### src/rtl/crc7_serial.sv
// ---------------------------------------------------------------------------
// crc7_serial
//
// Bit-serial CRC7 generator for eMMC/SD command frames. Polynomial
// x^7 + x^3 + 1 (0x09), initial value 0, payload shifted in MSB first.
//
// The block runs a fixed, free-running frame cycle after reset:
//   DATA : absorb DATA_BITS payload bits from data_in into crc_reg
//   TAIL : shift out crc_out[6..0] followed by a '1' end bit on crc_ser
// and then returns to DATA with a cleared CRC register. No handshake
// inputs exist; the upstream command serializer must keep step with it.
//
// Parameters
//   DATA_BITS  payload bits per frame, legal range 1..255 (default 40)
//
// Ports
//   clk        in   1  rising-edge clock
//   rstn       in   1  synchronous reset, ACTIVE-HIGH despite the name
//   data_in    in   1  serial payload bit, sampled only in the DATA phase
//   crc_reg    out  7  running CRC register
//   crc_out    out  7  CRC latched on the last payload bit, held until next
//   crc_valid  out  1  one-cycle pulse while crc_out holds a fresh value
//   crc_ser    out  1  serial tail (CRC MSB first, then end bit), idle high
//   ser_en     out  1  high while crc_ser carries the 8 tail bits
//   bit_cnt    out  8  position inside the current phase
//   busy_data  out  1  high during the DATA phase
// ---------------------------------------------------------------------------
module crc7_serial #(
  parameter int unsigned DATA_BITS = 40
) (
  input  logic       clk,
  input  logic       rstn,
  input  logic       data_in,
  output logic [6:0] crc_reg,
  output logic [6:0] crc_out,
  output logic       crc_valid,
  output logic       crc_ser,
  output logic       ser_en,
  output logic [7:0] bit_cnt,
  output logic       busy_data
);

  typedef enum logic {
    PH_DATA = 1'b0,
    PH_TAIL = 1'b1
  } phase_e;

  // Last counter value in each phase; the tail is 7 CRC bits + 1 end bit.
  localparam logic [7:0] LP_DATA_LAST = 8'(DATA_BITS - 1);
  localparam logic [7:0] LP_TAIL_LAST = 8'd7;

  phase_e     r_phase;
  phase_e     w_phase_nxt;
  logic [7:0] r_bit_cnt;
  logic [7:0] w_bit_cnt_nxt;
  logic [6:0] r_crc;
  logic [6:0] w_crc_nxt;
  logic [6:0] r_crc_out;
  logic [6:0] w_crc_out_nxt;
  logic       r_valid;
  logic       w_valid_nxt;

  logic       w_fb;
  logic [6:0] w_crc_step;
  logic [7:0] w_tail_word;

  // One CRC step: shift left and fold the polynomial in at bits 3 and 0
  // whenever the feedback (incoming bit XOR outgoing MSB) is set.
  assign w_fb       = data_in ^ r_crc[6];
  assign w_crc_step = {r_crc[5:3], r_crc[2] ^ w_fb, r_crc[1:0], w_fb};

  // State register. Reset wins over everything, so a partial frame or a
  // partially transmitted tail is simply discarded.
  always_ff @(posedge clk) begin
    if (rstn) begin
      r_phase   <= PH_DATA;
      r_bit_cnt <= 8'd0;
      r_crc     <= 7'd0;
      r_crc_out <= 7'd0;
      r_valid   <= 1'b0;
    end else begin
      r_phase   <= w_phase_nxt;
      r_bit_cnt <= w_bit_cnt_nxt;
      r_crc     <= w_crc_nxt;
      r_crc_out <= w_crc_out_nxt;
      r_valid   <= w_valid_nxt;
    end
  end

  // Next-state logic. Everything holds by default; DATA advances the CRC
  // and hands the final value to crc_out on the last payload bit, TAIL
  // only counts and clears the CRC when it hands back to DATA.
  always_comb begin
    w_phase_nxt   = r_phase;
    w_bit_cnt_nxt = r_bit_cnt;
    w_crc_nxt     = r_crc;
    w_crc_out_nxt = r_crc_out;
    w_valid_nxt   = 1'b0;

    case (r_phase)
      PH_DATA: begin
        w_crc_nxt = w_crc_step;
        if (r_bit_cnt == LP_DATA_LAST) begin
          w_phase_nxt   = PH_TAIL;
          w_bit_cnt_nxt = 8'd0;
          w_crc_out_nxt = w_crc_step;
          w_valid_nxt   = 1'b1;
        end else begin
          w_bit_cnt_nxt = r_bit_cnt + 8'd1;
        end
      end

      PH_TAIL: begin
        if (r_bit_cnt == LP_TAIL_LAST) begin
          w_phase_nxt   = PH_DATA;
          w_bit_cnt_nxt = 8'd0;
          w_crc_nxt     = 7'd0;
        end else begin
          w_bit_cnt_nxt = r_bit_cnt + 8'd1;
        end
      end

      default: begin
        w_phase_nxt   = PH_DATA;
        w_bit_cnt_nxt = 8'd0;
        w_crc_nxt     = 7'd0;
      end
    endcase
  end

  // The tail word is the latched CRC with the end bit appended; shifting it
  // left by the tail position puts the bit to transmit in the MSB, so
  // position 7 naturally yields the '1' end bit.
  assign w_tail_word = {r_crc_out, 1'b1} << r_bit_cnt[2:0];

  assign crc_ser   = (r_phase == PH_TAIL) ? w_tail_word[7] : 1'b1;
  assign ser_en    = (r_phase == PH_TAIL);
  assign busy_data = (r_phase == PH_DATA);
  assign crc_reg   = r_crc;
  assign crc_out   = r_crc_out;
  assign crc_valid = r_valid;
  assign bit_cnt   = r_bit_cnt;

endmodule

### config.mk
export PLATFORM = sky130hd
export DESIGN_NAME = crc7_serial
export DESIGN_NICKNAME = d
export VERILOG_FILES = /design/src/rtl/crc7_serial.sv
export SDC_FILE = /design/constraint.sdc
export NUM_CORES = 1
export LEC_CHECK = 0
export ABC_AREA = 1
export BUFFER_PORTS_ARGS = -buffer_cell sky130_fd_sc_hd__buf_2
export CAP_MARGIN = 20
export CORE_MARGIN = 2
export CORE_UTILIZATION = 46
export DETAILED_ROUTE_END_ITERATION = 8
export PLACE_DENSITY = 0.74
export REMOVE_ABC_BUFFERS = 1
export SKIP_LAST_GASP = 1
export SLEW_MARGIN = 30
export SYNTH_ARGS = -nofsm -noshare
export SYNTH_HDL_FRONTEND = slang
export SYNTH_SLANG_ARGS = --single-unit
### constraint.sdc
create_clock -name clk -period 1.4 [get_ports clk]
set_input_delay 0.07 -clock clk [delete_from_list [all_inputs] [get_ports clk]]
set_output_delay 0.07 -clock clk [all_outputs]
set_load 0.02 [all_outputs]
==> flow_summary.ini, run 1 <==
[clocking]
clk_pin_slew_ns = 0.12
cts_inserted_buffers = 3
cts_num_sinks = 24
htree_levels = 1
clk_path_buf_depth = 2
root_buffer = clkbuf_4
cts_tree = done
clock_latency_ns = 0.32

[sta]
fin_ws_ns = -0.0240
finalCritPeriodShare_pct = 102
rsz0062_at_grt = yes
finalMaxSlewViolations = 0
hold_ws_ns = 0.0932
finalHoldViolations = 0
min_period_ns = 1.42
maxSlewHeadroom_pct = 76.5
finalClockSkew_ns = 0.00327
fmax_mhz = 702
tightest_slew_ns = 0.351
final-setup-viol-count = 1

[finish]
ff_latch_area_um2 = 483
final_util_pct = 61.1
fin_area_um2 = 1360
multi_input_area_um2 = 527
largest_reg_flops = 8
layout-drive-gt1-share_pct = 33.1
fillCellCount = 207
synthToLayoutAreaGrowth_pct = 24.4
fin_nets = 177
antenna_cells = 0

[routing]
drt-total-wl_mm = 2.35
vias_per_cell = 4.97
ant_nets = 0
first_pass_iters = 4
wl_per_cell_um = 11.8
first_iter_violations = 31
vias = 994
drc_errors = 0

[yosys]
synth_cells = 138
synth.distinct_cells = 23
yosys_warnings = 0
synth_compound_area_share_pct = 9.59
synthSimpleGateAreaFrac_pct = 33.7
muxShareOfSynthArea_pct = 0
synth_area_um2 = 1100
synthAdderAreaFrac_pct = 1.14
syn_avg_cell_area_um2 = 7.94
synth-seq-area-share_pct = 43.8
synthXorXnorAreaFrac_pct = 1.60
ys_seq_elements = 24
synth_top_family_by_area = simple AND/OR/NAND/NOR gates

[floorplan]
rows = 17
die_x_um = 52.8
dieArea_um2 = 2790
initial_utilization_pct = 49.1
core_area_um2 = 2230
pin_count = 29
chipHeight_um = 52.8

[placement]
place_congestion = 0.782
portBuffers = 28
placed_area_um2 = 1260
dpl.hpwl_mm = 1.74

[pwr]
cellLeakagePower_nw = 0.646
ir_drop_v = 0.000565
powerDensity_nw_per_um2 = 885
p_clk_share_pct = 30.0
pwr-share-comb_pct = 10.7
switchingPower_w = 0.000297
sw_frac_of_total_pct = 24.6
internal-power_w = 0.000910
sequentialPowerShare_pct = 59.3

[hold_path]
min_path_type = primary input to flip-flop

[setup_path]
path_class = flip-flop to output pin
arrival_ns = 1.35
critPathMaxFanout = 8
end_kind = output pin
setup.worst_path.start_class = flip-flop
worst_ep_required_time_ns = 1.33

[flow_run]
drv_cap = 0

[global_routing]
antenna_found_initial = 0
overflow = 0
grt_pass1_wl_mm = 3.80
grt_pass1_vias = 889
grt_max_degree = 14
gr-usage-all-layers_pct = 19.0

[status]
status = finished with violations
violations = setup timing
-- synthesized netlist by cell type --
master	count	area, um^2
nand3_1	18	90.1
nor2_1	16	60.1
o21ai_0	10	50.1
nor3_1	1	5.00
nor2_2	1	6.26
dfxtp_1	24	480
inv_4	1	6.26
a21oi_1	5	25.0
ha_1	1	12.5
inv_2	2	7.51
o21ai_1	6	30.0
nand2_1	19	71.3
nand3_2	4	40.0
nand2_4	1	11.3
nor2_4	1	11.3
inv_1	14	52.6
nor2_8	1	20.0
nand2_2	1	6.26
buf_4	6	45.0
nand4_1	2	12.5
xor2_1	1	8.76
nand3_4	2	35.0
xnor2_1	1	8.76
-- cells by family (layout without fill, tap and decap cells) --
logic type      after synthesis  in the layout
buf+inv                      23             57
flops                        24             24
compound gates               21             21
simple gates                 67             67
fa+ha+maj                     1              1
xor+xnor                      2              2
-- through the flow --
stage / setup WS (ns) / instances / TNS, ns / total power [W]
finish: -0.0240 / 200 / -0.0240 / 0.00121
global route: -0.108 / 200 / -0.375 / 0.00126
CTS: 0.00129 / 198 / 0 / 0.00120
detailed placement: 0.139 / 192 / 0 / 0.000840
global placement: 0.186 / 192 / 0 / 0.000837
floorplan: -0.0626 / 132 / -0.561 / 0.000796
-- path summary, 6_finish.rpt --
| kind | start | endpoint | slack (ns) | cells after the start |
|---|---|---|---|---|
| worst max-delay path | bit_cnt[0]$_SDFF_PP0_ | crc_ser | -0.02 | 8 |
| worst min-delay path | data_in | crc_reg[0]$_SDFFE_PP0P_ | 0.09 | 4 |
| worst max register to register | bit_cnt[0]$_SDFF_PP0_ | crc_reg[2]$_SDFFE_PP0P_ | 0.02 | 7 |
| worst min register to register | crc_out[1]$_SDFFE_PP0P_ | crc_out[1]$_SDFFE_PP0P_ | 0.50 | 2 |
-- power groups by stage --
stage	combinational (W)	clock [W]	sequential, W
2_1_floorplan	0.0000455	0	0.000750
3_3_place_gp	0.000109	0	0.000727
3_5_place_dp	0.000113	0	0.000728
4_1_cts	0.000121	0.000368	0.000714
5_1_grt	0.000145	0.000400	0.000718
6_report	0.000129	0.000362	0.000716
-- layout make-up --
type / count / area share (%)
inverters: 17 / 4.86
repair buffers: 36 / 15.9
flip-flops and latches: 24 / 35.4
clock buffers: 4 / 2.66
well taps: 28 / 2.57
multi-input cells: 91 / 38.6
-- critical path: stages (launching register included) --
cell     delay, ns
dfxtp_2       0.35
buf_6         0.12
nor2_1        0.04
nor2_1        0.09
o21ai_1       0.07
o21ai_1       0.09
nand2_1       0.08
nand2_1       0.07
buf_6         0.11
-- timing repair --
| item | 4_1_cts | 5_1_grt |
|---|---|---|
| setup endpoints to repair | 1 | 6 |
| endpoints found under the hold margin | 5 | 0 |
| pin swaps | 1 | 5 |
| hold buffers | 1 | 0 |
| resized for setup | 8 | 7 |
| setup buffers | 1 | 2 |
-- routing by layer --
metal	up-vias	GRT usage (%)	part of all wire, %
met1	449	24.6	45
met5	-	0	0
li1	515	-	-
met4	0	12.0	2.9
met2	26	28.3	47
met3	4	4.00	4.6
-- cells in the final DEF (no fill, tap or decap) --
master         count
buf_2             27
dfxtp_1           22
nand2_1           19
nand3_1           18
nor2_1            16
inv_1             13
o21ai_1           10
o21ai_0            6
a21oi_1            5
buf_4              5
nand3_4            4
inv_2              3
clkbuf_4           3
buf_6              3
nand2_4            2
nand4_1            2
nand3_2            2
dfxtp_2            2
inv_4              1
nor2_4             1
nor2_2             1
nor2_8             1
nor3_1             1
xnor2_1            1
xor2_1             1
ha_2               1
clkbuf_8           1
dlygate4sd3_1      1
Note: power is estimated with default switching activity, not from simulation.
==> run 2, diff against run 1 <==
--- a/config.mk
+++ b/config.mk
@@ -8,10 +8,11 @@
 export ABC_AREA = 1
 export BUFFER_PORTS_ARGS = -buffer_cell sky130_fd_sc_hd__buf_2
 export CAP_MARGIN = 20
+export CORE_ASPECT_RATIO = 2
 export CORE_MARGIN = 2
-export CORE_UTILIZATION = 46
+export CORE_UTILIZATION = 40
 export DETAILED_ROUTE_END_ITERATION = 8
-export PLACE_DENSITY = 0.74
+export PLACE_DENSITY = 0.66
 export REMOVE_ABC_BUFFERS = 1
 export SKIP_LAST_GASP = 1
 export SLEW_MARGIN = 30
==> flow_summary.ini, run 2 (synthesis results as in run 1) <==
[status]
status = completed

[global_routing]
met1_usage_pct = 18.4
grt_pass1_vias = 905
gr-usage-all-layers_pct = 16.5
grt_pass1_wl_mm = 3.73
busiest_layer = met2
overflow = 0
gr-usage-met3_pct = 1.69
grt_max_degree = 14
antenna_found_initial = 0
grt_util_met2_pct = 27.7

[clocking]
cts_tree = done
root_buffer = clkbuf_8
clock_latency_ns = 0.27
cts_num_sinks = 24
clk_pin_slew_ns = 0.08
htree_levels = 1
cts_inserted_buffers = 3
clk_path_buf_depth = 2

[placement]
placed_area_um2 = 1260
portBuffers = 28
place_ws_ns = 0.134
dpl.hpwl_mm = 1.87
place_congestion = 0.751

[sta]
finalClockSkew_ns = 0.00384
fin_tns_setup_ns = 0
min_period_ns = 1.38
maxSlewHeadroom_pct = 80.9
finalHoldViolations = 0
fin_ws_ns = 0.0232
fmax_mhz = 726
final-setup-viol-count = 0
rsz0062_at_grt = yes
finalMaxSlewViolations = 0
tightest_slew_ns = 0.287
finalCritPeriodShare_pct = 98.3

[floorplan]
initial_utilization_pct = 42.6
rows = 26
dieArea_um2 = 3200
core_area_um2 = 2570
die_x_um = 41.0
pin_count = 29
chipHeight_um = 78.0

[routing]
drc_errors = 0
drt-total-wl_mm = 2.38
first_iter_violations = 11
vias = 992
wl_per_cell_um = 12.1
vias_per_cell = 5.04
first_pass_iters = 4
ant_nets = 0

[flow_run]
drv_cap = 0

[setup_path]
reg2reg_slack_ns = 0.13
setup.worst_path.start_class = flip-flop
end_kind = output pin
arrival_ns = 1.31
cp-endpoint = crc_ser
worst_ep_required_time_ns = 1.33
reg2reg_depth = 6
critPathMaxFanout = 8
r2r_end = crc_reg[4]$_SDFFE_PP0P_
regToRegStartpoint = bit_cnt[0]$_SDFF_PP0_
startpoint = bit_cnt[0]$_SDFF_PP0_
path_class = flip-flop to output pin

[hold_path]
min_path_type = primary input to flip-flop

[finish]
layout-drive-gt1-share_pct = 33.7
multi_input_area_um2 = 515
fin_area_um2 = 1340
antenna_cells = 0
fin_nets = 174
ff_latch_area_um2 = 483
largest_reg_flops = 8
final_cell_mix = 27 x buf_2, 22 x dfxtp_1, 19 x nand2_1, 17 x nand3_1, 15 x nor2_1
synthToLayoutAreaGrowth_pct = 22.5
final_common_cell = buf_2
fillCellCount = 260

[pwr]
powerDensity_nw_per_um2 = 972
ir_drop_v = 0.000758
cellLeakagePower_nw = 0.634
run 2: cell types whose count changed in the layout (fill, tap and decap cells not counted), moves of 2 or more:
cell	delta
nand3_4	-2
clkbuf_4	-3
nand3_2	+3
clkbuf_8	+3
run 2: layout make-up:
type                       count  share of cell area [%]
multi-input combinational     91                    38.4
inverter                      17                    4.94
sequential                    24                    36.0
tap                           28                    2.61
timing repair buffer          33                    14.0
clock buffer                   4                    4.10
run 2: worst max-delay path, stage by stage, from the launching register on:
cell and delay [ns]:
dfxtp_2 0.35, buf_6 0.13, inv_1 0.07, nand2_1 0.07, nand3_2 0.07, a21oi_2 0.15
nand2_1 0.08, buf_6 0.13
run 2: worst min-delay path by stage:
stage	start	to	slack [ns]	depth (start not counted)
after global routing	rstn	crc_reg[0]$_SDFFE_PP0P_	0.05	2
after global placement	rstn	crc_reg[0]$_SDFFE_PP0P_	0.32	2
after floorplan	rstn	bit_cnt[7]$_SDFF_PP0_	0.14	1
after CTS	rstn	crc_reg[3]$_SDFFE_PP0P_	0.04	2
after detailed placement	rstn	crc_reg[3]$_SDFFE_PP0P_	0.32	2
final	rstn	crc_reg[3]$_SDFFE_PP0P_	0.04	2
run 2: routing by layer:
layer | vias to the layer above | share of wire (%)
met5 | - | 0
met4 | 0 | 2.2
met3 | 5 | 3.1
met2 | 18 | 56
met1 | 461 | 39
li1 | 508 | -
run 2: per-stage QoR:
step	hold slack [ns]	util [%]	instances	total power, W
2_1_floorplan	0.139	-	132	0.000796
3_3_place_gp	0.321	48.9	192	0.000841
3_5_place_dp	0.324	48.9	192	0.000844
4_1_cts	0.0368	51.3	196	0.00131
5_1_grt	0.0500	52.2	197	0.00136
6_report	0.0377	52.2	197	0.00131
run 2: report_power, final:
group | switching [W] | internal, W
logic | 0.0000789 | 0.0000468
registers | 0.0000136 | 0.000699
clock network | 0.000216 | 0.000251
total | 0.000309 | 0.000997
run 2: what timing repair did:
item / in CTS / in global routing
setup endpoints to repair: 1 / 4
buffers inserted: 0 / 1
pin swaps: 0 / 1
gates cloned: 0 / 0
resized for setup: 3 / 9
hold buffers: 0 / 0
